File: src/rtl/rf_pkg.sv
`default_nettype none
// ============================================================================
// Module      : rf_pkg
// Description : Shared widths, the write-back entry type and the drain-FSM
//               state encoding for the register-file write-side front end.
// Revision    : 1.0 - initial release
// ============================================================================
package rf_pkg;

    localparam int DATA_W   = 16;   // register data width
    localparam int REG_AW   = 4;    // register index width
    localparam int NUM_REGS = 16;   // number of architectural registers

    // One pending register-file write: destination index and data.
    typedef struct packed {
        logic [REG_AW-1:0] rd;
        logic [DATA_W-1:0] data;
    } wb_entry_t;

    typedef enum logic [1:0] {
        RUN    = 2'd0,
        DRAIN  = 2'd1,
        HALTED = 2'd2
    } wb_state_t;

endpackage : rf_pkg
`default_nettype wire

File: src/rtl/wb_fifo.sv
`default_nettype none
// ============================================================================
// Module      : wb_fifo
// Description : Synchronous FIFO of wb_entry_t used to buffer load returns.
//               Show-ahead: head always presents the oldest entry.
// Ports       : clk, rst   - clock, synchronous active-high reset
//               push, din  - enqueue request and entry (ignored when full)
//               pop        - dequeue request (ignored when empty)
//               full/empty - occupancy flags
//               count      - number of stored entries (0..QDEPTH)
//               head       - oldest entry
// Revision    : 1.0 - initial release
// ============================================================================
module wb_fifo
    import rf_pkg::*;
#(
    parameter  int QDEPTH = 4,                  // power of 2, at least 2
    localparam int PTR_W  = $clog2(QDEPTH),
    localparam int CNT_W  = PTR_W + 1
) (
    input  logic             clk,
    input  logic             rst,
    input  logic             push,
    input  wb_entry_t        din,
    input  logic             pop,
    output logic             full,
    output logic             empty,
    output logic [CNT_W-1:0] count,
    output wb_entry_t        head
);

    wb_entry_t        mem_q [QDEPTH];
    logic [PTR_W-1:0] wr_ptr_q, wr_ptr_d;
    logic [PTR_W-1:0] rd_ptr_q, rd_ptr_d;
    logic [CNT_W-1:0] count_q, count_d;
    logic             w_do_push;
    logic             w_do_pop;

    assign full      = (count_q == CNT_W'(QDEPTH));
    assign empty     = (count_q == '0);
    assign count     = count_q;
    assign head      = mem_q[rd_ptr_q];

    // A push into a full FIFO is dropped, even if a pop frees a slot in the
    // same cycle; the producer has already seen the FIFO as full.
    assign w_do_push = push && !full;
    assign w_do_pop  = pop && !empty;

    // Pointers wrap naturally because QDEPTH is a power of 2.
    always_comb begin
        wr_ptr_d = wr_ptr_q;
        rd_ptr_d = rd_ptr_q;
        count_d  = count_q;
        if (w_do_push) wr_ptr_d = wr_ptr_q + PTR_W'(1);
        if (w_do_pop)  rd_ptr_d = rd_ptr_q + PTR_W'(1);
        case ({w_do_push, w_do_pop})
            2'b10:   count_d = count_q + CNT_W'(1);
            2'b01:   count_d = count_q - CNT_W'(1);
            default: count_d = count_q;
        endcase
    end

    always_ff @(posedge clk) begin
        if (rst) begin
            wr_ptr_q <= '0;
            rd_ptr_q <= '0;
            count_q  <= '0;
        end else begin
            wr_ptr_q <= wr_ptr_d;
            rd_ptr_q <= rd_ptr_d;
            count_q  <= count_d;
        end
    end

    // Storage needs no reset: validity is tracked by the pointers and count.
    always_ff @(posedge clk) begin
        if (w_do_push) mem_q[wr_ptr_q] <= din;
    end

endmodule : wb_fifo
`default_nettype wire

File: src/rtl/rf_writeback.sv
`default_nettype none
// ============================================================================
// Module      : rf_writeback
// Description : Write-side front end of the 16x16 register file. Merges the
//               single-cycle ALU path and the buffered load-return path onto
//               one registered write port, tracks outstanding loads per
//               register, and runs a halt drain.
// Ports       : clk, rst                    - clock, sync active-high reset
//               aluValid/aluRd/aluData      - ALU result (never stalled)
//               ldIssue/ldIssueRd           - load issued, marks rd pending
//               ldValid/ldRd/ldData/ldReady - load return handshake
//               Rd/writeData/we             - registered RF write port
//               busy                        - per-register load-pending flags
//               hlt/drained                 - halt request / drain complete
// Revision    : 1.0 - initial release
// ============================================================================
module rf_writeback
    import rf_pkg::*;
#(
    parameter  int QDEPTH = 4,                  // power of 2, at least 2
    localparam int CNT_W  = $clog2(QDEPTH) + 1
) (
    input  logic                clk,
    input  logic                rst,
    input  logic                aluValid,
    input  logic [REG_AW-1:0]   aluRd,
    input  logic [DATA_W-1:0]   aluData,
    input  logic                ldIssue,
    input  logic [REG_AW-1:0]   ldIssueRd,
    input  logic                ldValid,
    input  logic [REG_AW-1:0]   ldRd,
    input  logic [DATA_W-1:0]   ldData,
    output logic                ldReady,
    output logic [REG_AW-1:0]   Rd,
    output logic [DATA_W-1:0]   writeData,
    output logic                we,
    output logic [NUM_REGS-1:0] busy,
    input  logic                hlt,
    output logic                drained
);

    wb_state_t          state_q, state_d;
    logic [REG_AW-1:0]  rd_q, rd_d;
    logic [DATA_W-1:0]  wdata_q, wdata_d;
    logic               we_q, we_d;

    logic               w_full;
    logic               w_empty;
    logic [CNT_W-1:0]   w_count;
    wb_entry_t          w_head;
    wb_entry_t          w_ld_entry;
    logic               w_push;
    logic               w_pop;
    logic               w_alu_sel;
    logic               w_inc_en;
    logic               w_dec_en;

    assign ldReady    = !w_full && (state_q != HALTED);
    assign w_push     = ldValid && ldReady;
    assign w_ld_entry = '{rd: ldRd, data: ldData};

    // ALU results are only honoured while running; during a drain the issue
    // side is frozen. The FIFO head takes the port whenever the ALU does not.
    assign w_alu_sel  = aluValid && (state_q == RUN);
    assign w_pop      = !w_empty && !w_alu_sel && (state_q != HALTED);

    // Register 0 is never tracked, so its counter stays at zero.
    assign w_inc_en   = ldIssue && (state_q == RUN) && (ldIssueRd != '0);
    assign w_dec_en   = w_pop && (w_head.rd != '0);

    wb_fifo #(
        .QDEPTH (QDEPTH)
    ) u_fifo (
        .clk   (clk),
        .rst   (rst),
        .push  (w_push),
        .din   (w_ld_entry),
        .pop   (w_pop),
        .full  (w_full),
        .empty (w_empty),
        .count (w_count),
        .head  (w_head)
    );

    // ---------------- write-port arbitration --------------------------------
    // A selected entry targeting r0 is consumed without raising we.
    always_comb begin
        rd_d    = rd_q;
        wdata_d = wdata_q;
        we_d    = 1'b0;
        if (w_alu_sel) begin
            rd_d    = aluRd;
            wdata_d = aluData;
            we_d    = (aluRd != '0);
        end else if (w_pop) begin
            rd_d    = w_head.rd;
            wdata_d = w_head.data;
            we_d    = (w_head.rd != '0);
        end
    end

    // ---------------- drain state machine -----------------------------------
    // HALTED waits for the last write to leave the output register so that
    // drained never precedes the final register-file update.
    always_comb begin
        state_d = state_q;
        case (state_q)
            RUN:     if (hlt) state_d = DRAIN;
            DRAIN:   if ((w_count == '0) && (busy == '0) && !we_q)
                         state_d = HALTED;
            HALTED:  state_d = HALTED;
            default: state_d = RUN;
        endcase
    end

    always_ff @(posedge clk) begin
        if (rst) begin
            state_q <= RUN;
            rd_q    <= '0;
            wdata_q <= '0;
            we_q    <= 1'b0;
        end else begin
            state_q <= state_d;
            rd_q    <= rd_d;
            wdata_q <= wdata_d;
            we_q    <= we_d;
        end
    end

    assign Rd        = rd_q;
    assign writeData = wdata_q;
    assign we        = we_q;
    assign drained   = (state_q == HALTED);

    // ---------------- pending-load scoreboard -------------------------------
    for (genvar i = 0; i < NUM_REGS; i++) begin : g_sb
        logic [1:0] cnt_q, cnt_d;
        logic       w_inc;
        logic       w_dec;

        assign w_inc = w_inc_en && (ldIssueRd == REG_AW'(i));
        assign w_dec = w_dec_en && (w_head.rd == REG_AW'(i));

        // Counter saturates at both ends; simultaneous inc/dec cancels.
        always_comb begin
            cnt_d = cnt_q;
            if (w_inc && !w_dec && (cnt_q != 2'd3))
                cnt_d = cnt_q + 2'd1;
            else if (w_dec && !w_inc && (cnt_q != 2'd0))
                cnt_d = cnt_q - 2'd1;
        end

        always_ff @(posedge clk) begin
            if (rst) cnt_q <= 2'd0;
            else     cnt_q <= cnt_d;
        end

        assign busy[i] = (cnt_q != 2'd0);

        a_sb_overflow: assert property (@(posedge clk) disable iff (rst)
            !(w_inc && !w_dec && (cnt_q == 2'd3)));
        a_sb_underflow: assert property (@(posedge clk) disable iff (rst)
            !(w_dec && !w_inc && (cnt_q == 2'd0)));
    end

    // A load return offered while not ready is dropped.
    a_ld_protocol: assert property (@(posedge clk) disable iff (rst)
        !(ldValid && !ldReady));

endmodule : rf_writeback
`default_nettype wire
File: config.mk
export PLATFORM = sky130hd
export DESIGN_NAME = rf_writeback
export DESIGN_NICKNAME = d
export VERILOG_FILES = /design/src/rtl/rf_pkg.sv /design/src/rtl/wb_fifo.sv /design/src/rtl/rf_writeback.sv
export SDC_FILE = /design/constraint.sdc
export NUM_CORES = 1
export LEC_CHECK = 0
export BUFFER_PORTS_ARGS = -buffer_cell sky130_fd_sc_hd__clkbuf_2
export CAP_MARGIN = 20
export CORE_ASPECT_RATIO = 1.2
export CORE_UTILIZATION = 35
export CTS_CLUSTER_DIAMETER = 120
export DETAILED_ROUTE_END_ITERATION = 7
export GPL_TIMING_DRIVEN = 0
export MAX_ROUTING_LAYER = met4
export PLACE_DENSITY = 0.52
export SYNTH_ARGS = -nofsm -noshare
export SYNTH_HDL_FRONTEND = slang
export SYNTH_SLANG_ARGS = --single-unit
export TNS_END_PERCENT = 5
File: constraint.sdc
create_clock -name clk -period 2.9 [get_ports clk]
set_input_delay 0.58 -clock clk [delete_from_list [all_inputs] [get_ports clk]]
set_output_delay 0.58 -clock clk [all_outputs]
set_load 0.005 [all_outputs]
==> flow_metrics.tcl <==
set metrics [dict create \
    boundaryPins 89 \
    post_route_cells_drive_above_1_share_pct 25.10 \
    gp_congestion 0.8910 \
    rows 56 \
    setup.worst_path.end "g_sb[7].cnt_q[0]$_SDFFE_PP0P_" \
    unrepaired_setup_endpoints_after_global_routing "yes" \
    cp_data_required_time_ns 3.17 \
    grt_use_total_pct 20.33 \
    reg2reg_to "g_sb[7].cnt_q[0]$_SDFFE_PP0P_" \
    synthDistinctLibCells 59 \
    total_cell_area_at_the_placement_stage_mm2 0.007828 \
    cts-htree-levels 4 \
    worstSetupEndpointType "flop" \
    slew_viol_final 0 \
    detail_route.wl_per_cell_um 19.36 \
    finish.instance_area_mm2 0.008416 \
    maxCapViolCount 0 \
    initialDrtViolationCount 437 \
    synth_ff_type "sky130_fd_sc_hd__edfxtp_1" \
    die-height_um 156.4 \
    clockBufferDepth 2 \
    tritoncts "built" \
    yosys_warnings 0 \
    first_global_vias 5500 \
    crit_path_cell_trace "mux4_2, nor4_2, nand2_1, o311ai_0, a21oi_1" \
    cts.reportedPaths.clkPinSlew_ns 0.06 \
    setup.worst_path.class "reg -> reg" \
    final_nets 793 \
    timing_worst_slew_pin_value_ns 0.8136 \
    cp_max_fanout 10 \
    synth.ff_latch_count 144 \
    avg_synthesized_cell_area_um2 11.18 \
    synth_edf_count 80 \
    grt_max_degree 17 \
    synth_top_area_share_pct 34.54 \
    place_hpwl_mm 14.11 \
    synthMostInstantiatedCell "sky130_fd_sc_hd__edfxtp_1" \
    drc_errors 0 \
    die-width_um 130.7 \
    timing.critical_path.slowest_cell_delay_ns 0.65 \
    worst_skew_pair.late_latency_ns 0.42 \
    layout-area-overhead-vs-synth_pct 20.99 \
    clk_root_buffer_cell "sky130_fd_sc_hd__clkbuf_16" \
    floorplan.initialDensity_pct 35.71 \
    diodes 0 \
    fmaxAchievable_mhz 349.9 \
    rrSetupSlack_ns 0.04 \
    floorplan.die_area_mm2 0.02044 \
    synth_top_cells_by_count "80 x sky130_fd_sc_hd__edfxtp_1, 64 x sky130_fd_sc_hd__dfxtp_1, 63 x sky130_fd_sc_hd__nor2_1, 42 x sky130_fd_sc_hd__o21ai_0, 34 x sky130_fd_sc_hd__nand2_1" \
    fin_crit_sh_pct 98.56 \
    worst_ep_arrival_time_ns 3.13 \
    cp_slowest_cell "sky130_fd_sc_hd__nor4_2" \
    power.ir.vdd_worst_uv 459.7 \
    min_delay_worst_type "in -> reg" \
    grt_pass1_wl_mm 29.75 \
    layout_min_cycle_time_ns 2.858 \
    route.detailed.vias_per_inst 5.622 \
    setup_violations 0 \
    post_synth_instance_area_mm2 0.006955 \
    r2r_cells 5 \
    port_buffers 86 \
    first_pass_iters 5 \
    numCtsBuffers 17 \
    synth_area_leader_cell "sky130_fd_sc_hd__edfxtp_1" \
    antenna_found_initial 0 \
    core_region_area_mm2 0.01948 \
    synth_nets 683 \
    synth_area_leaders "sky130_fd_sc_hd__edfxtp_1 35%, sky130_fd_sc_hd__dfxtp_1 18%, sky130_fd_sc_hd__mux4_2 6.5%" \
    total_via_count_after_detailed_routing 5656 \
    fin_skew_ns 0.01110 \
    total_leakage_power_nw 3.018 \
    report.final.hold_viol_count 0 \
    synth-seq-area-share_pct 52.96 \
    pwr_density_cell_mw_per_mm2 940.4 \
    total_power_mw 7.914 \
    outcome "completed" \
    cts.hold.buffers_added 0 \
    critical_path.startpoint_type "flop" \
    timing.slew.headroom_pct 45.31 \
    cts.sinks 144 \
    ant_nets 0 \
    postRouteWirelength_mm 19.48 \
    async_reset_ff_share_pct 0 \
    fillers 1914 \
    grt_overflow 0 \
    post_synth_inst_count 622 \
]
## sequential cells by signal, summed over array words and instances (netlist names), named ones only
name / flops
Rd: 4
g_sb.cnt_q: 32
state_q: 2
u_fifo.count: 3
u_fifo.mem_q: 80
u_fifo.rd_ptr_q: 2
u_fifo.wr_ptr_q: 2
we: 1
writeData: 16
## repair_timing
item	CTS	global route
buffers inserted	1	0
endpoints found under the setup margin	5	4
resized for setup	5	2
## per-stage QoR
| step | util [%] | hold slack (ns) | worst slack [ns] | instances | TNS (ns) |
|---|---|---|---|---|---|
| 5_1_grt | 43.20 | 0.3639 | -0.05335 | 1006 | -0.05335 |
| 6_report | 43.20 | 0.3741 | 0.04172 | 1006 | 0 |
| 3_5_place_dp | 40.18 | 0.4413 | -0.5771 | 974 | -0.9141 |
| 4_1_cts | 43.18 | 0.3540 | 0.1027 | 1006 | 0 |
| 2_1_floorplan | - | 0.4197 | 0.1975 | 622 | 0 |
| 3_3_place_gp | 39.59 | 0.4272 | -0.4849 | 969 | -0.6743 |
## per-layer routing
layer  wire (um)  global-route usage [%]
met1        8051                   24.10
met2        9670                   32.93
met3         990                   3.248
met4         764                   10.89
met5           0                       -
## worst max-delay path, delay by kind of cell, from the launching register on
| kind | cells | cell delay (ns) |
|---|---|---|
| flip-flops | 1 | 0.41 |
| AO/OA/AOI/OAI | 2 | 0.59 |
| multiplexers | 1 | 0.64 |
| AND/OR/NAND/NOR | 2 | 1.08 |
## layout by cell type (no fill, tap or decap), drive strengths merged, types with 9 or more instances in the layout
| master | instances |
|---|---|
| edfxtp | 80 |
| mux4 | 20 |
| nor3 | 10 |
| nand4 | 14 |
| nor2 | 63 |
| ha | 10 |
| nor4 | 19 |
| a21oi | 31 |
| buf | 21 |
| a211oi | 9 |
| inv | 29 |
| o21ai | 44 |
| or2 | 14 |
| nand2 | 34 |
| a311oi | 21 |
| o31ai | 11 |
| clkbuf | 134 |
| dfxtp | 64 |
## worst min path at each step
stage | start | end | cells after the start
floorplan | g_sb[0].cnt_q[1]$_SDFFE_PP0P_ | g_sb[0].cnt_q[1]$_SDFFE_PP0P_ | 2
global placement | g_sb[0].cnt_q[1]$_SDFFE_PP0P_ | g_sb[0].cnt_q[1]$_SDFFE_PP0P_ | 2
detailed placement | g_sb[0].cnt_q[1]$_SDFFE_PP0P_ | g_sb[0].cnt_q[1]$_SDFFE_PP0P_ | 2
CTS | ldData[1] | u_fifo.mem_q[2][1]$_DFFE_PP_ | 1
global route | ldData[14] | u_fifo.mem_q[1][14]$_DFFE_PP_ | 1
finish | ldData[1] | u_fifo.mem_q[2][1]$_DFFE_PP_ | 1
## cells by family after synthesis
kind of cell	share of synthesized area [%]
compound gates	16.24
fa+ha+maj	2.087
xor+xnor	0.6297
simple gates	16.05
flops	52.96
buf+inv	4.533
mux	7.501
## area by class of cell
class                           instances  area [um^2]  area share, %
Buffer                                 45        230.2          2.736
Clock buffer                           18        439.2          5.219
Clock inverter                         14        123.9          1.472
Inverter                               22        86.33          1.026
Multi-Input combinational cell        410         2973          35.33
Sequential cell                       144         3684          43.77
Tap cell                              261        326.6          3.880
Timing Repair Buffer                   92        553.0          6.572
## where the power goes
| group | internal, mW | switching [mW] |
|---|---|---|
| sequential | 2.60 | 0.196 |
| combinational | 1.13 | 1.89 |
| clock | 1.15 | 0.946 |
| total | 4.88 | 3.03 |
Power figures use the tool's default switching activity.
